$ cat config.mk
export PLATFORM = sky130hd
export DESIGN_NAME = pipe_stage_reg
export DESIGN_NICKNAME = d
export VERILOG_FILES = /design/src/rtl/pipe_pkg.sv /design/src/rtl/pipe_sat_counter.sv /design/src/rtl/pipe_stage_reg.sv
export SDC_FILE = /design/constraint.sdc
export NUM_CORES = 1
export LEC_CHECK = 0
export ABC_AREA = 1
export CAP_MARGIN = 5
export CELL_PAD_IN_SITES_DETAIL_PLACEMENT = 0
export CELL_PAD_IN_SITES_GLOBAL_PLACEMENT = 1
export CORE_MARGIN = 5
export CORE_UTILIZATION = 35
export DETAILED_ROUTE_END_ITERATION = 16
export HOLD_SLACK_MARGIN = 0.03
export PLACE_DENSITY_LB_ADDON = 0.1
export SYNTH_ARGS = -nofsm -noshare
export SYNTH_HDL_FRONTEND = slang
export SYNTH_SLANG_ARGS = --single-unit
$ cat constraint.sdc
create_clock -name CLK -period 1.48 [get_ports CLK]
set_clock_uncertainty 0.05 [all_clocks]
set_input_delay 0.148 -clock CLK [delete_from_list [all_inputs] [get_ports CLK]]
set_output_delay 0.148 -clock CLK [all_outputs]
set_load 0.05 [all_outputs]
$ cat src/rtl/pipe_pkg.sv
// pipe_pkg
// Shared types and constants for the handshaked pipeline stage register.
//   pipe_state_t : occupancy state of a stage (EMPTY, ONE, FULL); the
//                  encoding doubles as the held-entry count.
//   PIPE_CNT_W   : width of the optional statistics counters.
package pipe_pkg;

  localparam int PIPE_CNT_W = 32;

  typedef enum logic [1:0] {
    EMPTY = 2'd0,
    ONE   = 2'd1,
    FULL  = 2'd2
  } pipe_state_t;

endpackage

$ cat src/rtl/pipe_sat_counter.sv
// pipe_sat_counter
// Event counter that sticks at its all-ones value instead of wrapping.
// Ports:
//   CLK   in   clock, rising edge
//   RST   in   synchronous active-high clear
//   inc   in   count this cycle
//   count out  W-bit running count, saturating at all ones
module pipe_sat_counter
  import pipe_pkg::*;
#(
  parameter int W = PIPE_CNT_W
) (
  input  logic         CLK,
  input  logic         RST,
  input  logic         inc,
  output logic [W-1:0] count
);

  // Only RST clears the count; once all ones it stays there so a long run
  // never reports a misleadingly small value.
  always_ff @(posedge CLK) begin
    if (RST) begin
      count <= '0;
    end else if (inc && (count != '1)) begin
      count <= count + W'(1);
    end
  end

endmodule

$ cat src/rtl/pipe_stage_reg.sv
// pipe_stage_reg
// Handshaked pipeline stage register placed between CPU pipeline stages.
// Carries an opaque payload with ready/valid in both directions, supports
// synchronous flush (stage becomes a bubble) and an optional two-entry skid
// mode (SKID=1) whose in_ready is a pure flop decode.
// Optional statistics counters are built when PIPE_STAGE_STATS_EN is defined.
// Ports:
//   CLK        in   clock, rising edge
//   RST        in   synchronous active-high reset
//   flush      in   drop held entries and the current input
//   in_valid   in   upstream presents in_data
//   in_ready   out  stage accepts input this cycle
//   in_data    in   upstream payload
//   out_valid  out  out_data is a real instruction
//   out_ready  in   downstream consumes the output this cycle
//   out_data   out  registered payload, RESET_VAL when empty
//   occupancy  out  number of held entries (0..2)
//   stall_cnt  out  cycles with out_valid & ~out_ready (stats build only)
//   bubble_cnt out  cycles with ~out_valid outside reset (stats build only)
module pipe_stage_reg
  import pipe_pkg::*;
#(
  parameter int              DATA_W    = 32,
  parameter bit              SKID      = 1'b1,
  parameter logic [DATA_W-1:0] RESET_VAL = '0
) (
  input  logic              CLK,
  input  logic              RST,
  input  logic              flush,
  input  logic              in_valid,
  output logic              in_ready,
  input  logic [DATA_W-1:0] in_data,
  output logic              out_valid,
  input  logic              out_ready,
  output logic [DATA_W-1:0] out_data,
  output logic [1:0]        occupancy
`ifdef PIPE_STAGE_STATS_EN
  ,
  output logic [PIPE_CNT_W-1:0] stall_cnt,
  output logic [PIPE_CNT_W-1:0] bubble_cnt
`endif
);

  pipe_state_t       state;
  logic [DATA_W-1:0] mData;
  logic [DATA_W-1:0] sData;
  logic              accept;
  logic              consume;

  assign out_valid = (state != EMPTY);
  assign consume   = out_valid & out_ready;
  assign accept    = in_valid & in_ready;
  assign occupancy = state;

  // Empty stage always presents RESET_VAL so bubbles never carry stale bits.
  assign out_data = (state == EMPTY) ? RESET_VAL : mData;

  // Skid mode decodes in_ready straight from the state flops, cutting the
  // combinational path from out_ready; plain mode passes the stall through.
  // in_ready is deliberately not gated by flush.
  if (SKID) begin : g_skid_ready
    assign in_ready = (state != FULL);
  end else begin : g_plain_ready
    assign in_ready = ~out_valid | out_ready;
  end

  // Flush shares the reset path: both empty the stage and drop the input.
  // M always drives the outputs; S only catches the one beat that arrives
  // while downstream stalls, and is promoted into M when M drains.
  always_ff @(posedge CLK) begin
    if (RST || flush) begin
      state <= EMPTY;
      mData <= RESET_VAL;
      sData <= RESET_VAL;
    end else begin
      case (state)
        EMPTY: begin
          if (accept) begin
            state <= ONE;
            mData <= in_data;
          end
        end
        ONE: begin
          if (accept && consume) begin
            mData <= in_data;
          end else if (consume) begin
            state <= EMPTY;
            mData <= RESET_VAL;
          end else if (accept && SKID) begin
            state <= FULL;
            sData <= in_data;
          end
        end
        FULL: begin
          if (consume) begin
            state <= ONE;
            mData <= sData;
            sData <= RESET_VAL;
          end
        end
        default: begin
          state <= EMPTY;
          mData <= RESET_VAL;
          sData <= RESET_VAL;
        end
      endcase
    end
  end

`ifdef PIPE_STAGE_STATS_EN
  // Counters observe the handshake only; flush leaves them untouched.
  pipe_sat_counter #(.W(PIPE_CNT_W)) u_stall_cnt (
    .CLK   (CLK),
    .RST   (RST),
    .inc   (out_valid & ~out_ready),
    .count (stall_cnt)
  );

  pipe_sat_counter #(.W(PIPE_CNT_W)) u_bubble_cnt (
    .CLK   (CLK),
    .RST   (RST),
    .inc   (~out_valid & ~RST),
    .count (bubble_cnt)
  );
`else
  // Statistics build disabled: no counter ports or logic.
`endif

endmodule

==> summary.txt <==
Logic synthesis
  – Seq/Total Area, Yosys: 0.398
  – FF+latch count, synth: 66
  – Syn_area_per_cell: 6.35 sq um
  – Top-area cell type share of the netlist area: 0.398
  – Count of different cell masters after synthesis: 17
  – Area contributors post-synth: dfxtp_1 (40%), nand2_1 (16%), a21oi_1 (9.8%)
  – Yosys top cell by area: dfxtp_1
  – Post-Synthesis Net Count: 560
  – Synthesis warning total: 0
  – Post-synthesis instance area: 3320 sq um
  – Post-synthesis cell count: 523

Timing
  – Fmax: 627 MHz
  – Worst Slack Setup Final: -0.115 ns
  – Slew Viols, Final: 0
  – Max-Slew Margin vs Limit: 0.801
  – RSZ-0062 raised after global routing: yes
  – Period utilisation layout: 1.08
  – Final setup fails: 34
  – Hold Fails Final Rpt: 0
  – Hold WS: 0.391 ns
  – Setup TNS: -2.05 ns
  – Final min period: 1.59 ns
  – Slew @ Worst Pin: 0.299 ns

Detailed routing
  – Via density per instance: 4.88
  – DR DRC count: 0
  – Routed wire per std cell: 14.0 um
  – 1st-iter DRT viols: 162
  – Detail Route Antenna Nets: 0
  – Post-Route WL: 10500 um
  – DRT Pass-1 Iters: 5
  – Routed vias: 3673

Die
  – Initial core utilization: 0.360
  – Io pins: 73
  – Die ar.: 11500 sq um
  – Chip Height: 107 um
  – Core area: 9240 sq um
  – FP Rows: 35
  – Chip width: 107 um

Worst setup path
  – Setup crit end kind: output pin
  – CP required: 1.28 ns
  – Critical path class: flop to output pin
  – Critical Path Start Type: flop
  – CP max FO: 6
  – R2R depth: 6
  – Worst reg2reg setup slack: 0.05 ns
  – Arrival time at the worst endpoint: 1.40 ns

Layout
  – Fill cell count: 888
  – Layout area overhead: 57.9%
  – Register area: 1330 sq um
  – Layout cells sized above 1: 0.249
  – Diodes inserted: 0
  – Final std cells w/o fill: 752
  – Multi-input gate area: 1930 sq um
  – Final #Nets: 657

CTS
  – Clock Sinks: 66
  – Clock Path Buffers: 2
  – H-tree depth: 3
  – CTS clk-pin slew, worst paths: 0.07 ns
  – CTS root buf: clkbuf_8
  – Worst-Skew Late Latency: 0.34 ns
  – CTS tree: built
  – CTS buffer count: 9

Global route
  – First-pass GRT wire length: 17300 um
  – GRT Overall Usage: 0.187
  – Vias in the first global route: 3405
  – Grt total ovfl: 0
  – Initial antenna violation count: 0
  – Largest net degree at the start of global routing: 35

Worst hold path
  – WHS Path Cells: 3
  – Min-Delay Path Class: input port to flop

Placement
  – Buffers on Ports: 72
  – GP Congestion: 0.795
  – Post-DP HPWL: 6580 um
  – Placed Instances: 716

Pwr
  – Worst VDD drop: 0.552 mV
  – Static leakage: 0.00209 uW
  – Total power: 4160 uW
  – Pwr per Cell Area: 792 nW/um^2

Outcome
  – Violated checks: negative setup slack
  – Status: finished with violations

Run
  – Max-cap violations: 0
area by class of cell:
cell class                 count  area share
tap                          129      0.0308
sequential                    66       0.253
clock inverter                 2     0.00191
clock buffer                  12      0.0336
multi-input combinational    377       0.369
timing repair buffer         123       0.280
inverter                      43      0.0315
state kept, by name (all words and copies together), names as in the netlist:
name	cells
occupancy	2
mData	32
sData	32
worst max-delay path, stage by stage (launching register included):
cell and delay (ns):
dfxtp_4 0.38, nor2_4 0.05, buf_12 0.13, buf_12 0.12
buf_16 0.14, nor2_4 0.08, buf_6 0.16
report_power, final:
part           total (uW)  switching (uW)  internal (uW)
Combinational         840             454            386
Sequential           1860            29.4           1830
Clock                1460             679            778
Total                4160            1160           2990
synth_stat cells:
master and count:
a21oi_1 65, a21oi_2 1, buf_2 22, buf_4 4
buf_6 3, clkbuf_1 8, dfxtp_1 66, inv_1 39
inv_2 4, nand2_1 138, nand2_4 1, nand3_1 60
nor2_1 76, nor2_2 2, o21ai_0 24, o21ai_1 9
o21ai_2 1
layer usage:
metal | track usage | up-vias | wire, um
met5 | 0 | - | 0
met4 | 0.0505 | 0 | 105
met3 | 0.0426 | 8 | 540
met2 | 0.301 | 98 | 5010
met1 | 0.253 | 1709 | 4870
li1 | - | 1858 | -
path summary, 6_finish.rpt:
check	from	endpoint
setup / recovery	occupancy[1]	out_data[6]
hold / removal	in_data[26]	sData[26]
setup reg to reg	occupancy[1]	mData[7]
hold reg to reg	mData[2]	mData[2]
placed cells by master (no fill, tap or decap):
cell type / count
clkbuf_16: 2
buf_12: 16
buf_8: 3
o21ai_4: 1
clkbuf_8: 11
inv_2: 5
nand3_2: 1
nand2_1: 136
dfxtp_4: 2
clkinvlp_4: 1
bufbuf_16: 1
nand3_1: 59
a21oi_4: 1
buf_4: 28
nor2_2: 3
nor2_4: 35
o21ai_1: 10
a21oi_1: 63
clkinv_2: 2
nand2_4: 1
o21ai_0: 23
buf_6: 35
clkdlybuf4s50_1: 36
inv_1: 37
dfxtp_1: 64
buf_16: 3
a21oi_2: 2
nor2_1: 40
nand2_2: 2
metrics by stage:
stage,utilization,setup WS (ns),area [sq um]
after global placement,0.493,-0.178,4550
after CTS,0.563,-0.164,5200
final,0.568,-0.115,5250
after detailed placement,0.493,-0.237,4550
after global routing,0.568,-0.177,5250
after floorplan,-,0.0106,3600
kinds of logic (layout without fill, tap and decap cells):
logic type	Yosys count	count (layout)	synth area share
simple gates	277	277	0.339
buf+inv	80	180	0.110
flops	66	66	0.398
compound gates	100	100	0.153
repair_timing:
item / in CTS / in global routing
gates cloned: 4 / 1
pin swaps: 4 / 6
hold endpoints to repair: 0 / 0
resized for setup: 47 / 14
setup endpoints to repair: 34 / 95
hold buffers: 0 / 0
setup buffers: 14 / 7
No activity file was read; power rests on OpenSTA's default activity.
